[config.mk]
export PLATFORM = sky130hd
export DESIGN_NAME = sb_trans_ctrl
export DESIGN_NICKNAME = d
export VERILOG_FILES = /design/src/rtl/sb_trans_ctrl.sv
export SDC_FILE = /design/constraint.sdc
export NUM_CORES = 1
export LEC_CHECK = 0
export CAP_MARGIN = 20
export CORE_MARGIN = 2
export CORE_UTILIZATION = 49
export DETAILED_ROUTE_END_ITERATION = 8
export GPL_ROUTABILITY_DRIVEN = 1
export HOLD_SLACK_MARGIN = 0.08
export PLACE_DENSITY_LB_ADDON = 0.12
export SYNTH_ARGS = -nofsm -noshare
export SYNTH_HDL_FRONTEND = slang
export SYNTH_SLANG_ARGS = --single-unit
[constraint.sdc]
create_clock -name clk_i -period 3 [get_ports clk_i]
set_input_delay 0.75 -clock clk_i [delete_from_list [all_inputs] [get_ports clk_i]]
set_output_delay 0.75 -clock clk_i [all_outputs]
set_load 0.01 [all_outputs]
[src/rtl/sb_trans_ctrl.sv]
// Scoreboard sequencing: in-order trans_id allocation, out-of-order writeback completion,
// and in-order release to commit over an NR_ENTRIES-deep ring.

module sb_trans_entry (
   input  logic clk,
   input  logic rst,
   input  logic flush,
   input  logic alloc,
   input  logic wb_set,
   input  logic retire,
   output logic valid,
   output logic done
);
   always_ff @(posedge clk or posedge rst) begin
      if (rst) begin
         valid <= 1'b0;
         done  <= 1'b0;
      end else if (flush) begin
         valid <= 1'b0;
         done  <= 1'b0;
      end else if (alloc) begin
         valid <= 1'b1;
         done  <= 1'b0;
      end else if (retire) begin
         valid <= 1'b0;
         done  <= 1'b0;
      end else if (wb_set) begin
         done  <= 1'b1;
      end
   end
endmodule

module sb_trans_ctrl #(
   parameter int NR_ENTRIES    = 4,
   parameter int NR_WB_PORTS   = 3,
   parameter int TRANS_ID_BITS = $clog2(NR_ENTRIES)
) (
   input  logic                                   clk_i,
   input  logic                                   rst_i,
   input  logic                                   flush_i,
   input  logic                                   issue_valid_i,
   output logic                                   issue_ready_o,
   output logic [TRANS_ID_BITS-1:0]               issue_trans_id_o,
   input  logic [NR_WB_PORTS-1:0]                 wb_valid_i,
   input  logic [NR_WB_PORTS*TRANS_ID_BITS-1:0]   wb_trans_id_i,
   output logic                                   commit_valid_o,
   output logic [TRANS_ID_BITS-1:0]               commit_trans_id_o,
   input  logic                                   commit_ack_i,
   output logic [TRANS_ID_BITS:0]                 count_o,
   output logic                                   full_o,
   output logic                                   empty_o,
   output logic                                   wb_err_o
);
   localparam logic [TRANS_ID_BITS:0]   FULL_CNT = (TRANS_ID_BITS+1)'(NR_ENTRIES);
   localparam logic [TRANS_ID_BITS:0]   CNT_ONE  = (TRANS_ID_BITS+1)'(1);
   localparam logic [TRANS_ID_BITS-1:0] PTR_ONE  = TRANS_ID_BITS'(1);

   logic [TRANS_ID_BITS-1:0] issue_ptr, commit_ptr;
   logic [TRANS_ID_BITS:0]   count;
   logic [NR_ENTRIES-1:0]    ent_valid, ent_done, wb_hit;
   logic [TRANS_ID_BITS-1:0] wb_id [NR_WB_PORTS];
   logic                     wb_bad, wb_err;
   logic                     issue_fire, commit_fire;

   assign full_o            = (count == FULL_CNT);
   assign empty_o           = (count == '0);
   assign count_o           = count;
   assign issue_ready_o     = !full_o && !flush_i;
   assign issue_trans_id_o  = issue_ptr;
   assign commit_valid_o    = ent_valid[commit_ptr] && ent_done[commit_ptr] && !flush_i;
   assign commit_trans_id_o = commit_ptr;
   assign wb_err_o          = wb_err;
   assign issue_fire        = issue_valid_i && issue_ready_o;
   assign commit_fire       = commit_ack_i && commit_valid_o;

   for (genvar p = 0; p < NR_WB_PORTS; p++) begin : g_wb_id
      assign wb_id[p] = wb_trans_id_i[p*TRANS_ID_BITS +: TRANS_ID_BITS];
   end

   // Qualify against state at cycle start; an entry allocated this cycle is still invalid here,
   // and several ports hitting the same live id simply set it once.
   always_comb begin
      wb_hit = '0;
      wb_bad = 1'b0;
      for (int p = 0; p < NR_WB_PORTS; p++) begin
         if (wb_valid_i[p]) begin
            if (ent_valid[wb_id[p]] && !ent_done[wb_id[p]]) wb_hit[wb_id[p]] = 1'b1;
            else                                          wb_bad = 1'b1;
         end
      end
   end

   for (genvar e = 0; e < NR_ENTRIES; e++) begin : g_ent
      sb_trans_entry u_ent (
         .clk    (clk_i),
         .rst    (rst_i),
         .flush  (flush_i),
         .alloc  (issue_fire && (issue_ptr == TRANS_ID_BITS'(e))),
         .wb_set (wb_hit[e]),
         .retire (commit_fire && (commit_ptr == TRANS_ID_BITS'(e))),
         .valid  (ent_valid[e]),
         .done   (ent_done[e])
      );
   end

   always_ff @(posedge clk_i or posedge rst_i) begin
      if (rst_i) begin
         issue_ptr  <= '0;
         commit_ptr <= '0;
         count      <= '0;
         wb_err     <= 1'b0;
      end else if (flush_i) begin
         issue_ptr  <= '0;
         commit_ptr <= '0;
         count      <= '0;
         wb_err     <= 1'b0;
      end else begin
         wb_err <= wb_bad;
         if (issue_fire)  issue_ptr  <= issue_ptr + PTR_ONE;
         if (commit_fire) commit_ptr <= commit_ptr + PTR_ONE;
         case ({issue_fire, commit_fire})
            2'b10:   count <= count + CNT_ONE;
            2'b01:   count <= count - CNT_ONE;
            default: count <= count;
         endcase
      end
   end

   a_count_bound: assert property (@(posedge clk_i) disable iff (rst_i) count <= FULL_CNT);
   a_no_issue_full: assert property (@(posedge clk_i) disable iff (rst_i) !(issue_fire && full_o));
endmodule

==> flow_summary.ini, run 1 <==
[clock_tree]
cts.path.max_buffers = 2
root_buffer = clkbuf_4
clock-sinks = 16
cts-htree-levels = 1
cts_buffers = 3
clk_latency_ns = 0.29
cts_hold_buffers = 0
cts_tree = done
cts_resized = 0
path_clk_slew_ns = 0.10
cts_setup_buffers = 0

[synthesis]
synth_cell_types = 37
async_reset_ff_share_pct = 100
ys_ff_latch = 16
yosysTopAreaCellShare_pct = 34.9
synth_cells = 129
synth-edff-count = 0
ys.flop_type = dfrtp_1
yosys_warnings = 0
synth_fp_nets = 152
ys_top_cells_by_area = dfrtp_1 35%, ha_1 8.7%, nand2_1 5.9%
yosysMostFrequentCell = nand2_1
syn_area_mm2 = 0.00115
ys_seq_area_share_pct = 34.9
synth_commonest_cells = 18 x nand2_1, 16 x dfrtp_1, 13 x inv_1
syn_avg_cell_area_um2 = 8.90
synth_area_leader_cell = dfrtp_1

[global_routing]
globalRouteOverflowTotal = 0
grt.total_usage_pct = 22.2
grt_pass1_wl_um = 4530
grt_start_max_net_pins = 17
grt_pass1_vias = 1049
antenna_found_initial = 0

[setup_path]
worstReg2RegEnd = count_o[1]$_DFFE_PP0P_
crit_slowest_cell = mux4_2
arrival_ns = 2.14
worstSetupEndpoint = commit_valid_o
crit_type = reg2out
slowest_delay_ns = 0.60
path_delay_family = buffers and inverters
cp-start-kind = flip-flop
worst-path-buf-inv = 2
regToRegSetupSlack_ns = 0.66
r2r_cells = 7
endpoint_kind = output pin
worstReg2RegStart = commit_trans_id_o[0]$_DFFE_PP0P_
cp.depth = 4
required_ns = 2.25
worstPathCellList = inv_2, mux4_2, nor2_1, clkdlybuf4s50_1
critPathLaunch = commit_trans_id_o[0]$_DFFE_PP0P_
cp_max_fo = 6

[route]
via_count = 1022
dr.pass1.iters = 4
drt_iter0_drc = 9
ant_nets = 0
wl_um = 2580
routed_via_density = 5.47
detail_route.wl_per_cell_um = 13.8
drc_errors = 0

[sta]
relSlewSlack_pct = 59.5
max_freq_mhz = 346
fin_tns_setup_ns = 0
slew_violations = 0
period_share_pct = 96.3
final-hold-violation-count = 0
period_minus_slack_ns = 2.89
worstMarginPinSlew_ns = 0.608
fin_skew_ns = 0.00349
rsz0062_at_grt = no
holdWs_ns = 0.581
finalSetupViolCount = 0
finalWorstSetupSlack_ns = 0.112

[place]
gp_congestion = 0.850
port_buffers = 25
pre_cts_slack_ns = 0.295
dp.final_hpwl_um = 2050
place_area_mm2 = 0.00145

[floorplanning]
core-area_mm2 = 0.00221
rows = 17
io-pin-count = 26
die_y_um = 52.4
die_w_um = 52.4
start_util_pct = 51.9
dieArea_mm2 = 0.00275

[pwr]
p_leak_uw = 0.000643
power_density_mw_per_mm2 = 438
max-vdd-ir-drop_mv = 0.363

[final_layout]
synthToLayoutAreaGrowth_pct = 29.3
diodes = 0
nets = 183
design_area_mm2 = 0.00149
fin_util_pct = 67.1
layout-drive-gt1-share_pct = 9.43

[min_path]
min_from = g_ent[3].u_ent.valid$_DFFE_PP0P_
hold_class = reg2reg

[status]
outcome = finished, final reports clean

[flow_run]
max-cap-violations = 0
worst min-delay path by stage:
stage	endpoint	depth (start not counted)	slack (ns)
after global placement	g_ent[3].u_ent.valid$_DFFE_PP0P_	2	0.54
after detailed placement	g_ent[3].u_ent.valid$_DFFE_PP0P_	2	0.57
after floorplan	g_ent[3].u_ent.valid$_DFFE_PP0P_	2	0.52
final	g_ent[3].u_ent.valid$_DFFE_PP0P_	2	0.58
after global routing	g_ent[2].u_ent.valid$_DFFE_PP0P_	2	0.61
after CTS	g_ent[3].u_ent.valid$_DFFE_PP0P_	2	0.58
area by class of cell:
cell class	instances	area [um2]
clock buffers	4	36.3
fillers	188	727
inverters	14	52.6
multi-input cells	97	688
flip-flops and latches	16	400
well taps	28	35.0
repair buffers	28	273
through the flow:
stage	power (uW)	std cells
after global placement	498	183
final	650	187
after floorplan	396	129
after global routing	692	187
after detailed placement	506	183
after CTS	653	187
kinds of logic (layout without fill, tap and decap cells):
logic type	count (synthesis)	in the layout	share of synthesized area, %
adders and majority gates	9	9	10.5
xor gates and xnor gates	3	3	2.29
AOI/OAI and AO/OA	37	37	22.6
buffers and inverters	16	46	5.23
muxes	2	2	2.83
DFF	16	16	34.9
and+or+nand+nor	46	46	21.8
cells in the final DEF, fill, tap and decap left out, types with 4 or more instances in the layout:
cell / instances
clkdlybuf4s50_1: 25
nand2_1: 18
dfrtp_1: 16
inv_1: 13
nor2_1: 9
ha_1: 8
a21oi_1: 6
a21o_1: 5
o21ai_1: 5
a211oi_1: 5
nand2b_1: 5
o221ai_1: 4
registers in the layout, summed over array words and instances, names as in the netlist:
signal	cells
count_o	3
wb_err_o	1
issue_trans_id_o	2
commit_trans_id_o	2
g_ent.u_ent.valid	4
g_ent.u_ent.done	4
report_power, final:
part           switching [uW]  internal, uW
sequential               30.5           241
clock                    74.1          74.0
combinational             111           119
tightest hold or removal path, stage by stage, from the launching register on:
cell,delay (ns)
dfrtp_1,0.41
inv_1,0.07
o21ai_1,0.07
layer usage:
metal  GRT usage, %  part of all wire (%)  up-vias
met1           28.4                    46      486
met2           37.7                    49       17
li1               -                     -      515
met5              0                     0        -
met4           5.56                  0.97        0
met3           5.14                   3.7        4
Note: power is estimated with default switching activity, not from simulation.
==> inputs of run 2 (changes only) <==
CORE_UTILIZATION = 52   (was 49)
CTS_BUF_LIST = sky130_fd_sc_hd__clkbuf_2 sky130_fd_sc_hd__clkbuf_4 sky130_fd_sc_hd__clkbuf_8   (was unset)
==> run 2 against run 1 <==
Compared with the run above: die area decreased by 5.3%; cell count unchanged; cell area stayed put; combinational power barely moved; sequential share of layout area did not move; hold slack worse by 0.020 ns; largest cell class unchanged; largest power group unchanged.
==> flow_summary.ini, run 2 (synthesized netlist as in run 1, its figures left out) <==
[clock_tree]
cts_hold_buffers = 0
cts_tree = done
root_buffer = clkbuf_4
cts_setup_buffers = 0
cts-htree-levels = 1
clk_latency_ns = 0.28
path_clk_slew_ns = 0.09
clock-sinks = 16
cts.path.max_buffers = 2
cts_resized = 0
cts_buffers = 3

[route]
drt_iter0_drc = 19
wl_um = 2570
via_count = 1040
ant_nets = 0
detail_route.wl_per_cell_um = 13.8
drc_errors = 0
routed_via_density = 5.56
dr.pass1.iters = 4

[final_layout]
fill_cells = 168
synthToLayoutAreaGrowth_pct = 29.3
final-instance-count-excl-fill = 187
layout-drive-gt1-share_pct = 9.43
diodes = 0
nets = 183
layout_commonest_cell = clkdlybuf4s50_1
fin_util_pct = 69.1
mostFrequentLayoutCells = 25 x clkdlybuf4s50_1, 18 x nand2_1, 16 x dfrtp_1

[place]
place_inst = 183
gp_congestion = 0.833
dp.final_hpwl_um = 2050
port_buffers = 25

[setup_path]
r2r_cells = 7
crit_type = reg2out
endpoint_kind = output pin
arrival_ns = 2.12
required_ns = 2.25
cp_max_fo = 6
cp-start-kind = flip-flop

[sta]
worstMarginPinSlew_ns = 0.610
max_freq_mhz = 349
rsz0062_at_grt = no
slew_violations = 0
fin_skew_ns = 0.000445
final-hold-violation-count = 0
finalSetupViolCount = 0
period_share_pct = 95.5
fin_tns_setup_ns = 0
period_minus_slack_ns = 2.87
relSlewSlack_pct = 59.3

[floorplanning]
core-area_mm2 = 0.00215
rows = 17
dieArea_mm2 = 0.00260
io-pin-count = 26
die_y_um = 51
start_util_pct = 53.5
die_w_um = 51

[global_routing]
grt_pass1_wl_um = 4240
antenna_found_initial = 0
globalRouteOverflowTotal = 0
grt.total_usage_pct = 21.8
grt_start_max_net_pins = 17
grt_pass1_vias = 949

[status]
outcome = finished, final reports clean

[flow_run]
max-cap-violations = 0

[pwr]
max-vdd-ir-drop_mv = 0.278
power_density_mw_per_mm2 = 435
p_leak_uw = 0.000643

[min_path]
min_path_cells = 2
hold_class = reg2reg
-- run 2: critical path, stage by stage, from the launching register on --
cell             delay (ns)
dfrtp_1                0.46
inv_2                  0.11
mux4_2                 0.60
nor2_1                 0.12
clkdlybuf4s50_1        0.54
-- run 2: layout make-up --
cell class                      count  area [um2]  area share (%)
Tap cell                           28        35.0            2.36
Timing Repair Buffer               28         273            18.4
Multi-Input combinational cell     97         688            46.3
Inverter                           14        52.6            3.54
Sequential cell                    16         400            27.0
Clock buffer                        4        36.3            2.44
-- run 2: final timing paths --
kind,from,end,slack [ns]
hold reg to reg,g_ent[3].u_ent.valid$_DFFE_PP0P_,g_ent[3].u_ent.valid$_DFFE_PP0P_,0.56
setup / recovery,commit_trans_id_o[0]$_DFFE_PP0P_,commit_valid_o,0.13
max in group asynchronous,rst_i,commit_trans_id_o[1]$_DFFE_PP0P_,1.77
min in group asynchronous,rst_i,count_o[1]$_DFFE_PP0P_,0.83
setup reg to reg,commit_trans_id_o[0]$_DFFE_PP0P_,count_o[1]$_DFFE_PP0P_,0.65
hold / removal,g_ent[3].u_ent.valid$_DFFE_PP0P_,g_ent[3].u_ent.valid$_DFFE_PP0P_,0.56
-- run 2: per-layer routing --
| metal | global-route usage, % | vias to the layer above | share of wire (%) |
|---|---|---|---|
| li1 | - | 517 | - |
| met3 | 4.39 | 4 | 5.2 |
| met5 | 0 | - | 0 |
| met1 | 30.5 | 489 | 46 |
| met2 | 33.5 | 30 | 48 |
| met4 | 7.21 | 0 | 0.78 |
-- run 2: stage by stage --
stage                     power (uW)  setup slack (ns)  hold WS, ns  instance area [um2]
after floorplan                  396             0.742        0.523                 1150
after global placement           499             0.328        0.541                 1450
after detailed placement         509             0.259        0.552                 1450
after CTS                        652             0.111        0.570                 1490
after global routing             690            0.0281        0.595                 1490
final                            646             0.134        0.562                 1490
-- run 2: where the power goes --
group / internal (uW) / switching (uW) / total [uW] / leakage [uW]
Combinational: 119 / 112 / 232 / 0.000406
Sequential: 241 / 30.9 / 272 / 0.000216
Clock: 73.8 / 68.1 / 142 / 0.0000210
